### src/rtl/serial_addsub_ctrl.sv
// -----------------------------------------------------------------------------
// serial_addsub_ctrl
//
// Bit-serial add/subtract sequencer. A single full-adder/full-subtractor bit
// cell is reused for every bit of a WIDTH-bit operation. It walks from the LSB
// upward, one bit per clock, and keeps the carry/borrow in a flip-flop between
// bits. Operands enter through a valid/ready handshake. The result leaves
// through a second valid/ready handshake.
//
// Optional feature macro: SERIAL_ADDSUB_OVF_EN
//   defined   -> the ovf port and the signed-overflow logic exist
//   undefined -> no ovf port, no overflow logic
//
// Parameters:
//   WIDTH      operand/result width, 2..64
//
// Ports:
//   clk        rising-edge clock
//   rst_n      synchronous, active-low reset
//   in_valid   operand request
//   in_ready   block is idle and can accept an operation
//   a, b       augend/minuend and addend/subtrahend
//   sub        0: a+b+cin   1: a-b-cin
//   cin        carry-in (add) or borrow-in (sub)
//   out_valid  result available
//   out_ready  consumer accepts the result
//   result     sum or difference, modulo 2^WIDTH
//   cout       carry-out (add) or borrow-out (sub)
//   ovf        signed two's-complement overflow (SERIAL_ADDSUB_OVF_EN only)
// -----------------------------------------------------------------------------
module serial_addsub_ctrl #(
  parameter int WIDTH = 8
) (
  input  logic             clk,
  input  logic             rst_n,
  input  logic             in_valid,
  output logic             in_ready,
  input  logic [WIDTH-1:0] a,
  input  logic [WIDTH-1:0] b,
  input  logic             sub,
  input  logic             cin,
  output logic             out_valid,
  input  logic             out_ready,
  output logic [WIDTH-1:0] result,
  output logic             cout
`ifdef SERIAL_ADDSUB_OVF_EN
  ,
  output logic             ovf
`endif
);

  localparam int             CW   = $clog2(WIDTH);
  localparam logic [CW-1:0]  LAST = CW'(WIDTH - 1);

  typedef enum logic [1:0] {IDLE, RUN, DONE} state_t;

  state_t           r_state;
  logic [CW-1:0]    r_cnt;
  logic             r_c;
  logic             r_sub;
  logic [WIDTH-1:0] r_a_sh;
  logic [WIDTH-1:0] r_b_sh;
  // Only WIDTH-1 bits are held here. The final bit goes straight into result.
  logic [WIDTH-2:0] r_res_sh;
  logic [WIDTH-1:0] r_result;
  logic             r_cout;

  logic             w_x;
  logic             w_y;
  logic             w_s;
  logic             w_c_next;
  logic             w_last;
  logic             w_accept;
  logic [WIDTH-1:0] w_res_full;

  // Shared bit cell. The sum bit is the same for add and subtract. Only the
  // carry/borrow equation differs.
  assign w_x        = r_a_sh[0];
  assign w_y        = r_b_sh[0];
  assign w_s        = w_x ^ w_y ^ r_c;
  assign w_c_next   = r_sub ? ((~w_x & w_y) | (r_c & ~(w_x ^ w_y)))
                            : (( w_x & w_y) | (r_c &  (w_x ^ w_y)));
  assign w_last     = (r_cnt == LAST);
  assign w_res_full = {w_s, r_res_sh};

  // in_ready is qualified with rst_n. This keeps it low for the whole reset
  // window, including the first reset cycle when the state has not yet
  // returned to IDLE. It rises in the first cycle after release.
  assign in_ready  = (r_state == IDLE) && rst_n;
  assign out_valid = (r_state == DONE);
  assign w_accept  = in_valid && in_ready;

  assign result = r_result;
  assign cout   = r_cout;

`ifdef SERIAL_ADDSUB_OVF_EN
  logic r_ovf;
  logic w_ovf_next;
  // At the last bit, x and y are the captured operand MSBs and s is the
  // result MSB, so overflow needs no extra storage.
  assign w_ovf_next = r_sub ? ((w_x != w_y) && (w_s != w_x))
                            : ((w_x == w_y) && (w_s != w_x));
  assign ovf = r_ovf;
`endif

  // Control FSM and visible outputs.
  // NOTE: sequential state uses non-blocking assignments only, so every
  // register sees pre-edge values regardless of statement order.
  always_ff @(posedge clk) begin
    if (!rst_n) begin
      r_state  <= IDLE;
      r_cnt    <= '0;
      r_c      <= 1'b0;
      r_result <= '0;
      r_cout   <= 1'b0;
`ifdef SERIAL_ADDSUB_OVF_EN
      r_ovf    <= 1'b0;
`endif
    end else begin
      case (r_state)
        IDLE: begin
          if (w_accept) begin
            r_state <= RUN;
            r_cnt   <= '0;
            r_c     <= cin;
          end
        end
        RUN: begin
          r_c <= w_c_next;
          if (w_last) begin
            // Leave the counter at 0 instead of letting it wrap past WIDTH-1.
            r_cnt    <= '0;
            r_result <= w_res_full;
            r_cout   <= w_c_next;
`ifdef SERIAL_ADDSUB_OVF_EN
            r_ovf    <= w_ovf_next;
`endif
            r_state  <= DONE;
          end else begin
            r_cnt <= r_cnt + 1'b1;
          end
        end
        DONE: begin
          if (out_ready) r_state <= IDLE;
        end
        default: r_state <= IDLE;
      endcase
    end
  end

  // Operand and partial-result shift registers.
  // NOTE: these datapath registers are deliberately not reset. Each is fully
  // reloaded on accept, or refilled before it is read, so reset adds nothing
  // but fanout.
  always_ff @(posedge clk) begin
    if (w_accept) begin
      r_a_sh <= a;
      r_b_sh <= b;
      r_sub  <= sub;
    end else if (r_state == RUN) begin
      r_a_sh   <= r_a_sh >> 1;
      r_b_sh   <= r_b_sh >> 1;
      r_res_sh <= w_res_full[WIDTH-1:1];
    end
  end

endmodule
### config.mk
export PLATFORM = sky130hd
export DESIGN_NAME = serial_addsub_ctrl
export DESIGN_NICKNAME = d
export VERILOG_FILES = /design/src/rtl/serial_addsub_ctrl.sv
export SDC_FILE = /design/constraint.sdc
export NUM_CORES = 1
export LEC_CHECK = 0
export CAP_MARGIN = 5
export CORE_MARGIN = 2
export CORE_UTILIZATION = 40
export DETAILED_ROUTE_END_ITERATION = 8
export PLACE_DENSITY_LB_ADDON = 0.08
export SETUP_SLACK_MARGIN = 0.2
export SLEW_MARGIN = 20
export SYNTH_ARGS = -nofsm -noshare
export SYNTH_HDL_FRONTEND = slang
export SYNTH_SLANG_ARGS = --single-unit
### constraint.sdc
create_clock -name clk -period 1.8 [get_ports clk]
set_input_delay 0.36 -clock clk [delete_from_list [all_inputs] [get_ports clk]]
set_output_delay 0.36 -clock clk [all_outputs]
set_load 0.05 [all_outputs]
==> flow_results.org, run 1 <==
** Run status
- Outcome :: finished clean

** Min path
- Hold Crit Endpoint :: r_res_sh[0]$_DFFE_PP_
- Start point of the worst hold path :: r_res_sh[1]$_DFFE_PP_
- Hold Path Stages :: 0
- The tightest min-delay check is of the flop to flop type.

** Routing
- In this run the remaining antenna-violating nets after routing total 0.
- Total routed wirelength :: 2710 um
- Dividing the detail-routed wire length by the instance count gives 11.20 um.
- First-pass iteration count of the detailed router :: 4
- DRC violations left :: 0
- For this block, the via count after detailed routing is 1,115.
- Violation count after the first detailed-route iteration :: 57
- Via density :: 4.607

** Global route
- Entering global routing, the biggest net connects 21 pins.
- The first global-routing pass estimated 4816 um of wire.
- After global routing the overflow that remains totals 0.
- Antenna violations before repair :: 0
- The via count of the first global-routing pass is 1,146.
- In the global route stage, overall resource usage came out at 14.41%.

** Critical path
- The critical path is of the flop to flop type.
- Required time of the worst setup path :: 1.98 ns
- The signal on the critical path passes through fa_1, or2_2, a21oi_1, nor4b_2.
- The worst register-to-register path ends at r_c$_SDFFE_PN0P_.
- STA classifies the critical path startpoint as a flop.
- For this design, the slowest cell found on the critical path is sky130_fd_sc_hd__edfxtp_1.
- Data arrives at the worst endpoint at 1.68 ns.
- Maximum fanout encountered on the critical timing path :: 2
- FF-to-FF path depth :: 4
- The setup check on the worst reg-to-reg path leaves a slack of 0.29 ns.
- STA classifies the critical path endpoint as a flop.
- On the worst path, the slowest cell contributes a delay of 0.45 ns.
- The worst register-to-register path begins at r_a_sh[0]$_DFFE_PP_.

** Final layout
- Synthesis-to-layout area growth :: 32.61%
- Diode count :: 0
- Fraction of final layout cells with drive strength greater than 1 :: 15.63%
- The net count of the finished layout is 217.
- The layout has 369 filler cells.
- For this run, the share of the core covered by cells in the final layout is 54.33%.

** Power and ir drop
- Combinational power share :: 10.2%
- Part of the total power dissipated in sequential elements :: 55.6%
- Overall power consumption after layout is estimated at 1.884 mW.
- Summed over all nets, the switching power comes to 0.4122 mW.
- Total power density per cell area :: 879.3 nW/um^2
- The share of total power dissipated in the clock network is 34.2%.
- The worst-case IR drop observed on VDD is 0.5369 mV.
- Leak pwr :: 0.8561 nW
- Internal cell power :: 1.471 mW
- Fraction of power spent switching nets :: 21.89%

** STA
- The final max-slew violation count is 0.
- Derived from the worst setup path, the maximum achievable clock frequency is 663.6 MHz.
- Post-route minimum period :: 1.507 ns
- Unrepaired setup endpoints after global routing :: false
- In this run the tightest slew margin relative to its limit is 73.78%.
- Sum of negative setup slack :: 0 ns
- Number of hold violations in the final report :: 0
- At the pin with the least slew margin, the transition time is 0.3921 ns.
- Setup violations remaining at the end of the flow were counted as 0.
- Part of the cycle the worst path needs :: 83.71%
- Worst clock skew :: 0.004035 ns

** Clocking
- Clock net sink count :: 39
- Maximum number of buffers from clock root to sink :: 2
- TritonCTS built the clock tree.
- Clock buffers created by TritonCTS :: 5
- At the later pin of the worst-skew pair, clock insertion delay measures 0.29 ns.
- Clock slew at the register clock pins of the worst setup and hold paths :: 0.07 ns
- The tree is rooted in a sky130_fd_sc_hd__clkbuf_8.
- CTS built an H-tree with a depth of 2.

** Die
- Ports :: 33
- Once the floorplan was initialized, standard cells occupied 40.97% of the core.
- Number of placement rows :: 23
- Core area :: 3943 um^2
- From bottom edge to top edge, the die measures 67.55 um.
- The floorplan step defined a die boundary enclosing 4562 um^2.
- The die is 67.55 um wide.

** Logic synthesis
- Count of distinct cell types in the synthesized netlist :: 27
- Register area share after synthesis :: 63.21%
- By count the netlist is led by 56 x sky130_fd_sc_hd__nand2_1, 24 x sky130_fd_sc_hd__edfxtp_1, 15 x sky130_fd_sc_hd__dfxtp_1.
- Area share of the leading cell type in the synthesized netlist :: 44.62%
- Synthesized instance count :: 151
- Summed over all instances, the cell type with the most area after synthesis is sky130_fd_sc_hd__edfxtp_1.
- Counting flops with an async set or reset pin after synthesis yields a share of 0%.
- Sorting the synthesized cells by area gives the leading types as sky130_fd_sc_hd__edfxtp_1 45%, sky130_fd_sc_hd__dfxtp_1 19%, sky130_fd_sc_hd__nand2_1 13%.
- Number of nets produced by synthesis :: 177
- Yosys instantiated no cell more often than sky130_fd_sc_hd__nand2_1.
- Dividing the synthesized area by the synthesized cell count gives 10.70 um^2.
- Register bit total from synthesis :: 39
- Most used DFF post-synth :: sky130_fd_sc_hd__edfxtp_1
- Post-synth EDFFs :: 24
- During synthesis, Yosys emitted a total of 0 warnings.
- Area of the mapped netlist :: 1615 um^2

** Placement
- Detailed placement ended at an HPWL of 1945 um.
- Placer's final routability congestion estimate :: 0.7076
- During placement, the flow inserted port buffers numbering 32.

** Run
- The tool flagged a number of max-cap violations equal to 0.
==> cell type report <==
| class | instances | area, um^2 | area share [%] |
|---|---|---|---|
| clock buffers | 6 | 93.84 | 4.381 |
| clock inverters | 2 | 8.758 | 0.4089 |
| inverters | 4 | 17.52 | 0.8178 |
| multi-input cells | 102 | 544.3 | 25.41 |
| flip-flops and latches | 39 | 1021 | 47.66 |
| well taps | 50 | 62.56 | 2.921 |
| repair buffers | 39 | 394.1 | 18.40 |
==> how the worst max path moves through the flow <==
stage / depth (start not counted) / start / endpoint
4_1_cts: 4 / r_a_sh[0]$_DFFE_PP_ / r_c$_SDFFE_PN0P_
2_1_floorplan: 2 / r_state[1]$_SDFFE_PN0P_ / in_ready
3_3_place_gp: 6 / rst_n / r_a_sh[7]$_SDFFCE_PN0P_
5_1_grt: 4 / r_a_sh[0]$_DFFE_PP_ / r_c$_SDFFE_PN0P_
3_5_place_dp: 6 / rst_n / r_a_sh[7]$_SDFFCE_PN0P_
6_report: 4 / r_a_sh[0]$_DFFE_PP_ / r_c$_SDFFE_PN0P_
==> routing by layer <==
metal	vias up	part of all wire (%)	GRT usage (%)
met2	24	47	24.02
met1	499	46	16.77
met4	0	1.7	5.357
met3	6	5.3	5.500
met5	-	0	0
li1	586	-	-
==> registers in the layout (all words and copies together) (netlist names) <==
signal,flops
cout,1
r_a_sh,8
r_b_sh,8
r_c,1
r_cnt,3
r_res_sh,7
r_state,2
r_sub,1
result,8
==> kinds of logic (layout without fill, tap and decap cells) <==
family	Yosys count	in the layout	share of synthesized area, %
fa+ha+maj	4	4	4.028
buf+inv	10	51	3.253
simple gates	83	83	22.85
flops	39	39	63.21
compound gates	15	15	6.661
==> placed cells by master (no fill, tap or decap), types with 2 or more instances in the layout <==
master / n
sky130_fd_sc_hd__nand2_1: 56
sky130_fd_sc_hd__edfxtp_1: 24
sky130_fd_sc_hd__clkdlybuf4s50_1: 20
sky130_fd_sc_hd__dfxtp_1: 15
sky130_fd_sc_hd__buf_4: 14
sky130_fd_sc_hd__a21boi_0: 11
sky130_fd_sc_hd__nand3_1: 11
sky130_fd_sc_hd__clkbuf_8: 5
sky130_fd_sc_hd__buf_12: 4
sky130_fd_sc_hd__nand2b_1: 3
sky130_fd_sc_hd__nor2_1: 3
sky130_fd_sc_hd__inv_1: 2
sky130_fd_sc_hd__and2_1: 2
sky130_fd_sc_hd__fa_1: 2
sky130_fd_sc_hd__ha_1: 2
==> power groups by stage <==
stage          combinational (mW)  sequential, mW  clock [mW]
2_1_floorplan               0.104            1.06           0
3_3_place_gp                0.193            1.07           0
3_5_place_dp                0.196            1.07           0
4_1_cts                     0.197            1.05       0.674
5_1_grt                     0.221            1.05       0.705
6_report                    0.192            1.05       0.645
==> critical path: cells and delay by family (launching register included) <==
family	cells	cell delay [ns]
flops	1	0.45
simple gates	2	0.38
fa+ha+maj	1	0.40
compound gates	1	0.17
==> per-stage QoR <==
stage,worst slack (ns),hold WS [ns],std cells,area (um^2)
after floorplan,0.3424,0.4260,151,1615
after global placement,0.02469,0.4331,234,2038
after detailed placement,-0.003090,0.4370,234,2038
after CTS,0.2784,0.4548,242,2142
after global routing,0.2022,0.4758,242,2142
final,0.2932,0.4577,242,2142
==> repair_timing <==
action / 4_1_cts / 5_1_grt
hold buffers: 0 / 0
buffers inserted: 0 / 0
setup endpoints to repair: 1 / 0
resized for setup: 2 / 0
No activity file was read; power rests on OpenSTA's default activity.
==> run 2, diff against run 1 <==
- clock period: 1.8 -> 1.4 ns (I/O delays scaled with it)
==> run 2 against run 1 <==
Effect of this change:
- fmax is 13% higher
- largest power group unchanged
- highest routed layer unchanged
- die area stayed put
- clock skew hardly changed
- sequential cell count stayed put
- total power is 29% higher
- register-to-register slack worse by 0.22 ns
- clock-buffer cell count is 1 higher
- global-route usage is 1.9 points higher
- utilization is 11 points higher
==> flow_results.org, run 2 (synthesis gave the netlist of run 1 again) <==
** Run status
- Outcome :: finished clean

** Placement
- Detailed placement ended at an HPWL of 2146 um.
- The congestion estimate from routability-driven global placement came to 0.7595.
- IO buf count :: 32
- Worst Setup Slack post-DPL :: -0.1986 ns
- Including well taps, the total number of placed cells is 240.

** Final layout
- Synthesis-to-layout area growth :: 59.26%
- The number of antenna diodes in the final layout is 0.
- Cells with a size suffix above 1 make up 39.13% of the layout.
- Leaving out fill and tap cells, the most frequent cell in the layout is sky130_fd_sc_hd__nand2_1.
- Registers take 1037 um^2.
- Summing all multi-input logic gate instances after layout gives 710.7 um^2.
- Number of fill cells in the layout :: 293
- Commonest cells after routing, fill and taps aside :: 40 x sky130_fd_sc_hd__nand2_1, 24 x sky130_fd_sc_hd__edfxtp_1, 19 x sky130_fd_sc_hd__clkdlybuf4s50_1
- Final layout net count :: 232
- For this run, the number of standard cells in the final layout without fillers is 257.
- Post-route core utilization :: 65.25%

** Routing
- After detailed routing, the number of remaining DRC violations is 0.
- Once detail routing completed, the nets flagged for antenna violations numbered 0.
- Via density :: 4.802
- The first TritonRoute pass finished after 4 iterations.
- Total routed wirelength :: 3329 um
- In the final routed layout, each cell accounts on average for 12.95 um.
- The first routing iteration left 21 violations.
- The routed layout has 1,234 vias.

** STA
- Setup repair after global routing could not meet its margin everywhere.
- Number of setup violations in the final report :: 0
- Measured against its own limit, the worst slew margin works out to 84.47%.
- The final max-slew violation count is 0.
- Derived from the worst setup path, the maximum achievable clock frequency is 753.0 MHz.
- Part of the cycle the worst path needs :: 94.86%
- Setup slack on the critical path of the routed design comes to 0.07189 ns.
- The final count of hold timing violations was 0.
- Smallest hold slack :: 0.4224 ns
- Post-route minimum period :: 1.328 ns
- On the final layout, the worst clock skew is 0.004534 ns.
- For the pin with the worst max-slew slack, the measured transition is 0.2327 ns.
- Sum of negative setup slack :: 0 ns

** Min path
- Hold Path Stages :: 3
- For hold timing, the worst endpoint is r_state[0]$_SDFFE_PN0P_.
- Hold WC Path Type :: primary input to flop
- The worst hold path begins at in_valid.

** Clocking
- Clock buffers created by TritonCTS :: 5
- Clock-pin slew was measured on the worst setup and hold paths at 0.07 ns.
- Counting along the longest clock path gives a buffer depth of 2.
- CTS built an H-tree with a depth of 2.
- Clock tree from TritonCTS :: done
- The root buffer cell chosen for the clock tree is sky130_fd_sc_hd__clkbuf_8.
- Clk_lat worst skew :: 0.29 ns
- Clock net sink count :: 39

** Global route
- Via count of the first global-routing pass :: 1,279
- The number of antenna violations at the first check in global routing is 0.
- Wire length of the first global-routing pass :: 5430 um
- Entering global routing, the biggest net connects 18 pins.
- GRT overflow :: 0
- All-layer global routing usage :: 16.35%

** Die
- The core region is 3943 um^2.
- For this configuration, the core starts out at a cell density of 40.97%.
- Number of placement rows :: 23
- Floorplan die width :: 67.55 um
- During I/O placement, the number of pins put on the boundary was 33.
- The die covers 4562 um^2.
- Overall die height :: 67.55 um

** Critical path
- Arrival time at the worst endpoint :: 1.50 ns
- Required time of the worst setup path :: 1.58 ns
- The endpoint identified for the worst register-to-register timing path is r_c$_SDFFE_PN0P_.
- The worst setup path is captured at a flop.
- Launching element type of the critical path :: flop
- The setup check on the worst reg-to-reg path leaves a slack of 0.07 ns.
- Maximum fanout encountered on the critical timing path :: 2
- FF-to-FF path depth :: 4
- Kind of critical path :: flop to flop
- Worst r2r src :: r_a_sh[0]$_DFFE_PP_

** Power and ir drop
- Worst ir drop on vdd :: 0.6554 mV
- The internal portion of the total power is 1.872 mW.
- Fraction of power spent switching nets :: 22.84%
- Total power density per cell area :: 943.1 nW/um^2
- Summed over all cells, the static leakage comes to 0.9842 nW.
- In this run the power spent charging and discharging nets is 0.5541 mW.
- Part of the total power dissipated in sequential elements :: 55.7%
- Combinational power share :: 12.7%
- Share of total power in the clock network :: 31.6%

** Run
- The tool flagged a number of max-cap violations equal to 0.
-- run 2: cell count changes in the layout (fill, tap and decap cells not counted), sizes merged --
| cell | change |
|---|---|
| buf | +14 |
| clkbuf | +1 |
| clkdlybuf4s50 | -1 |
| clkinv | -1 |
| dlygate4sd2 | +1 |
| inv | +1 |
-- run 2: timing repair --
item / 4_1_cts / 5_1_grt
setup endpoints to repair: 48 / 58
gates resized for setup: 31 / 29
cloned: 2 / 0
setup buffers: 5 / 2
pin swaps: 10 / 9
hold buffers: 0 / 0
-- run 2: power groups by stage --
stage | Clock (mW) | Combinational (mW) | Sequential, mW
floorplan | 0 | 0.144 | 1.36
global placement | 0 | 0.256 | 1.37
detailed placement | 0 | 0.268 | 1.37
CTS | 0.790 | 0.297 | 1.35
global route | 0.849 | 0.342 | 1.36
finish | 0.766 | 0.308 | 1.35
-- run 2: worst max-delay path: stages, from the launching register on --
cell                       delay, ns
sky130_fd_sc_hd__edfxtp_1       0.44
sky130_fd_sc_hd__fa_2           0.35
sky130_fd_sc_hd__or2_4          0.24
sky130_fd_sc_hd__a21oi_2        0.14
sky130_fd_sc_hd__nor4b_2        0.06
-- run 2: final cells by class --
cell class	instances	share of cell area, %
Tap cell	50	2.432
Sequential cell	39	40.32
Clock inverter	1	0.1946
Inverter	4	0.9728
Clock buffer	7	3.356
Timing Repair Buffer	53	24.76
Timing Repair inverter	1	0.3405
Multi-Input combinational cell	102	27.63
-- run 2: layer usage --
metal	wire, um	global-route usage [%]	part of all wire (%)
met1	1337	16.85	40
met2	1853	30.27	56
met3	109	5.500	3.3
met4	29	6.122	0.87
met5	0	0	0
-- run 2: worst max-delay path by stage --
stage,from,endpoint,slack [ns],cells past startpoint
3_3_place_gp,in_valid,r_c$_SDFFE_PN0P_,-0.18,6
2_1_floorplan,r_b_sh[0]$_DFFE_PP_,r_c$_SDFFE_PN0P_,0.11,4
5_1_grt,r_a_sh[0]$_DFFE_PP_,r_c$_SDFFE_PN0P_,0.03,4
3_5_place_dp,in_valid,r_c$_SDFFE_PN0P_,-0.20,6
6_report,r_a_sh[0]$_DFFE_PP_,r_c$_SDFFE_PN0P_,0.07,4
4_1_cts,r_b_sh[0]$_DFFE_PP_,r_c$_SDFFE_PN0P_,0.06,4
-- run 2: per-stage QoR --
step	power (mW)	instance area (um^2)
2_1_floorplan	1.508	1642
3_5_place_dp	1.643	2193
3_3_place_gp	1.628	2193
5_1_grt	2.549	2572
4_1_cts	2.441	2466
6_report	2.426	2572
==> run 3, diff against run 2 <==
- CTS_CLUSTER_DIAMETER: default -> 150
- GPL_TIMING_DRIVEN: default -> 0
==> run 3 against run 2 <==
Effect of this change:
- design area is 8.2% lower
- clock power is 5.5% lower
- clock-buffer cell count is 2 lower
- final cell count is 2.3% lower
- first-iteration DRC count grew to 3.0 times the previous value
- combinational power hardly changed
- total power is 1.5% lower
- global-route usage is 0.15 points lower
- sequential cell count stayed put
- sequential share of layout area is 3.5 points higher
- via count is 1.6% lower
- wire length is 2.5% lower
- largest cell class unchanged
- highest routed layer unchanged
==> flow_results.org, run 3 (synthesis gave the netlist of run 1 again) <==
** Placement
- IO buf count :: 32
- Detailed-placement wirelength estimate :: 2100 um
- Dpl cells :: 233
- The congestion estimate from routability-driven global placement came to 0.6675.

** Clocking
- Maximum number of buffers from clock root to sink :: 2
- Clock slew at the register clock pins of the worst setup and hold paths :: 0.07 ns
- The H-tree generated during clock tree synthesis spans 2 levels.
- Clk_lat worst skew :: 0.29 ns
- The clock drives 39 sinks.
- Clock tree from TritonCTS :: done
- In this run the clock root is driven by a sky130_fd_sc_hd__clkbuf_8.
- In this run, post-CTS hold repair placed 0 buffers.
- The number of clock buffers added by TritonCTS is 5.

** Global route
- Antenna violations before repair :: 0
- The first global-routing pass estimated 5395 um of wire.
- Entering global routing, the biggest net connects 18 pins.
- The via count of the first global-routing pass was 1,209.
- Across every metal layer, demand over resource in global routing totals 16.19%.
- GRT overflow :: 0

** Die
- The die covers 4562 um^2.
- Overall die height :: 67.55 um
- Initial cell density of the core :: 40.97%
- 33 I/O pins were placed.
- From left edge to right edge, the die measures 67.55 um.
- Core area :: 3943 um^2
- Row generation in the floorplan step produced 23 rows.

** Critical path
- Stage delay of the slowest cell on the critical path :: 0.36 ns
- STA classifies the critical path endpoint as a primary output.
- Slowest stage cell on the critical path :: sky130_fd_sc_hd__dfxtp_4
- FF-to-FF setup slack :: 0.08 ns
- Required time of the worst setup path :: 1.12 ns
- Data arrives at the worst endpoint at 1.05 ns.
- The number of buffers and inverters on the critical path is 1.
- Of all nets on the critical path, the largest fanout is 5.
- The worst register-to-register path ends at r_b_sh[1]$_DFFE_PP_.
- FF-to-FF path depth :: 6
- Path length in cells of the critical path :: 3
- Launching element type of the critical path :: flop
- Worst r2r src :: r_state[0]$_SDFFE_PN0P_
- Category of cells accounting for the largest share of critical-path delay :: flip-flops
- Traced cell by cell, the critical path runs through nand2b_4, nor2_4, buf_6.
- The critical path starts at r_state[1]$_SDFFE_PN0P_.
- The most critical setup path has its endpoint at in_ready.
- The setup path with the least slack is of type flop to primary output.

** STA
- Worst clock skew :: 0.006378 ns
- Number of setup violations in the final report :: 0
- Of the available clock period, the critical path in the final layout requires 95.23%.
- The final count of hold timing violations came to 0.
- Setup repair after global routing could not meet its margin everywhere.
- Headroom to the max-slew limit came out at 71.65%.
- The final max-slew violation count was 0.
- Adding up every negative setup slack in the final design gives 0 ns.
- Highest clock rate :: 750.1 MHz
- Worst slew pin tran :: 0.4252 ns
- The smallest clock period supported by the final layout is computed as 1.333 ns.

** Final layout
- Final layout net count :: 226
- Compared with the post-synthesis result, the final layout area differs by 46.17%.
- Fraction of final layout cells with drive strength greater than 1 :: 40.30%
- Number of fill cells in the layout :: 331
- Most common library cell in the layout ignoring fill and taps :: sky130_fd_sc_hd__nand2_1
- Measured on the finished design, the core utilization comes to 59.89%.
- Commonest cells after routing, fill and taps aside :: 29 x sky130_fd_sc_hd__nand2_1, 26 x sky130_fd_sc_hd__nand2_2, 24 x sky130_fd_sc_hd__edfxtp_1
- 0 antenna diodes ended up in the layout.
- Count of non-filler cells in the finished layout :: 251

** Run
- Max-cap violations in this run came to 0.

** Routing
- Violation count after the first detailed-route iteration :: 64
- First-pass iteration count of the detailed router :: 4
- Via count :: 1,214
- Total routed wirelength :: 3247 um
- Post-detailed-route wirelength per cell :: 12.94 um
- Via density :: 4.837
- In the routed design, unresolved DRC markers number 0.
- Residual antenna-violating net count after detailed routing :: 0

** Power and ir drop
- For this design the static power due to leakage is 0.9217 nW.
- The internal power of the cells totals 1.811 mW.
- Share of total power in the clock network :: 30.3%
- Per report_power, the combinational group accounts for 13.0% of the total.
- Net switching is 24.17% of the power.
- Sequential cells burn 56.7% of the power.
- Across the VDD grid, the largest voltage drop is 0.6350 mV.
- For this design the total switching power over the nets is 0.5772 mW.
- For this design the ratio of total power to cell area is 1012 nW/um^2.

** Run status
- Outcome :: finished clean

** Min path
- The worst hold path was traced through 3 stages.
- The path class of the tightest hold or removal check is primary input to flop.
-- run 3: cell types whose count changed in the layout (fill, tap and decap cells not counted), moves of 4 or more --
cell	previous run	this run
sky130_fd_sc_hd__a21boi_1	5	11
sky130_fd_sc_hd__a21boi_2	6	0
sky130_fd_sc_hd__buf_12	12	0
sky130_fd_sc_hd__buf_2	0	6
sky130_fd_sc_hd__buf_4	14	4
sky130_fd_sc_hd__buf_6	5	9
sky130_fd_sc_hd__buf_8	0	4
sky130_fd_sc_hd__nand2_1	40	29
sky130_fd_sc_hd__nand2_2	9	26
sky130_fd_sc_hd__nand2_4	7	0
-- run 3: layer usage --
layer | share of wire, % | wire length [um] | GRT usage, % | vias to the layer above
met5 | 0 | 0 | 0 | -
met4 | 1.0 | 33 | 6.888 | 0
met3 | 4.3 | 140 | 4.000 | 5
met2 | 53 | 1719 | 28.31 | 28
met1 | 42 | 1354 | 18.75 | 574
li1 | - | - | - | 607
-- run 3: worst register-to-register path: cells and delay by family, from the launching register on --
kind	cells	cell delay, ns
buffers and inverters	3	0.42
DFF	1	0.41
and+or+nand+nor	3	0.25
-- run 3: worst min path at each step --
| stage | start | to | slack (ns) |
|---|---|---|---|
| 2_1_floorplan | sub | r_sub$_DFFE_PP_ | 0.38 |
| 4_1_cts | in_valid | r_state[0]$_SDFFE_PN0P_ | 0.40 |
| 5_1_grt | in_valid | r_state[0]$_SDFFE_PN0P_ | 0.45 |
| 6_report | in_valid | r_state[0]$_SDFFE_PN0P_ | 0.44 |
| 3_5_place_dp | r_res_sh[5]$_DFFE_PP_ | r_res_sh[4]$_DFFE_PP_ | 0.44 |
| 3_3_place_gp | r_res_sh[4]$_DFFE_PP_ | r_res_sh[3]$_DFFE_PP_ | 0.43 |
-- run 3: what timing repair did --
| action | CTS | global route |
|---|---|---|
| gates resized for setup | 113 | 24 |
| cloned | 3 | 0 |
| setup endpoints to repair | 67 | 61 |
| buffers inserted | 5 | 2 |
| pin swaps | 30 | 10 |
-- run 3: power groups by stage --
stage	clock network (mW)	registers [mW]	logic (mW)
after floorplan	0	1.36	0.144
after global placement	0	1.37	0.236
after detailed placement	0	1.37	0.246
after CTS	0.746	1.36	0.297
after global routing	0.787	1.36	0.340
final	0.724	1.36	0.309
-- run 3: cell type report --
cell class	instances	area [um^2]	area share, %
flip-flops and latches	39	1035	43.83
plain buffers	6	63.81	2.703
repair buffers	42	391.6	16.59
multi-input cells	102	696.9	29.52
well taps	50	62.56	2.650
clock buffers	5	68.82	2.915
clock inverters	3	15.01	0.6359
inverters	4	27.53	1.166
-- run 3: stage by stage --
step	worst slack (ns)	cell area [um^2]	hold WS, ns	power, mW
detailed placement	-0.8098	2024	0.4417	1.620
global placement	-0.7908	2024	0.4336	1.607
CTS	0.05963	2282	0.3988	2.399
finish	0.06684	2361	0.4358	2.388
global route	0.008382	2361	0.4537	2.492
floorplan	0.1110	1642	0.3789	1.508
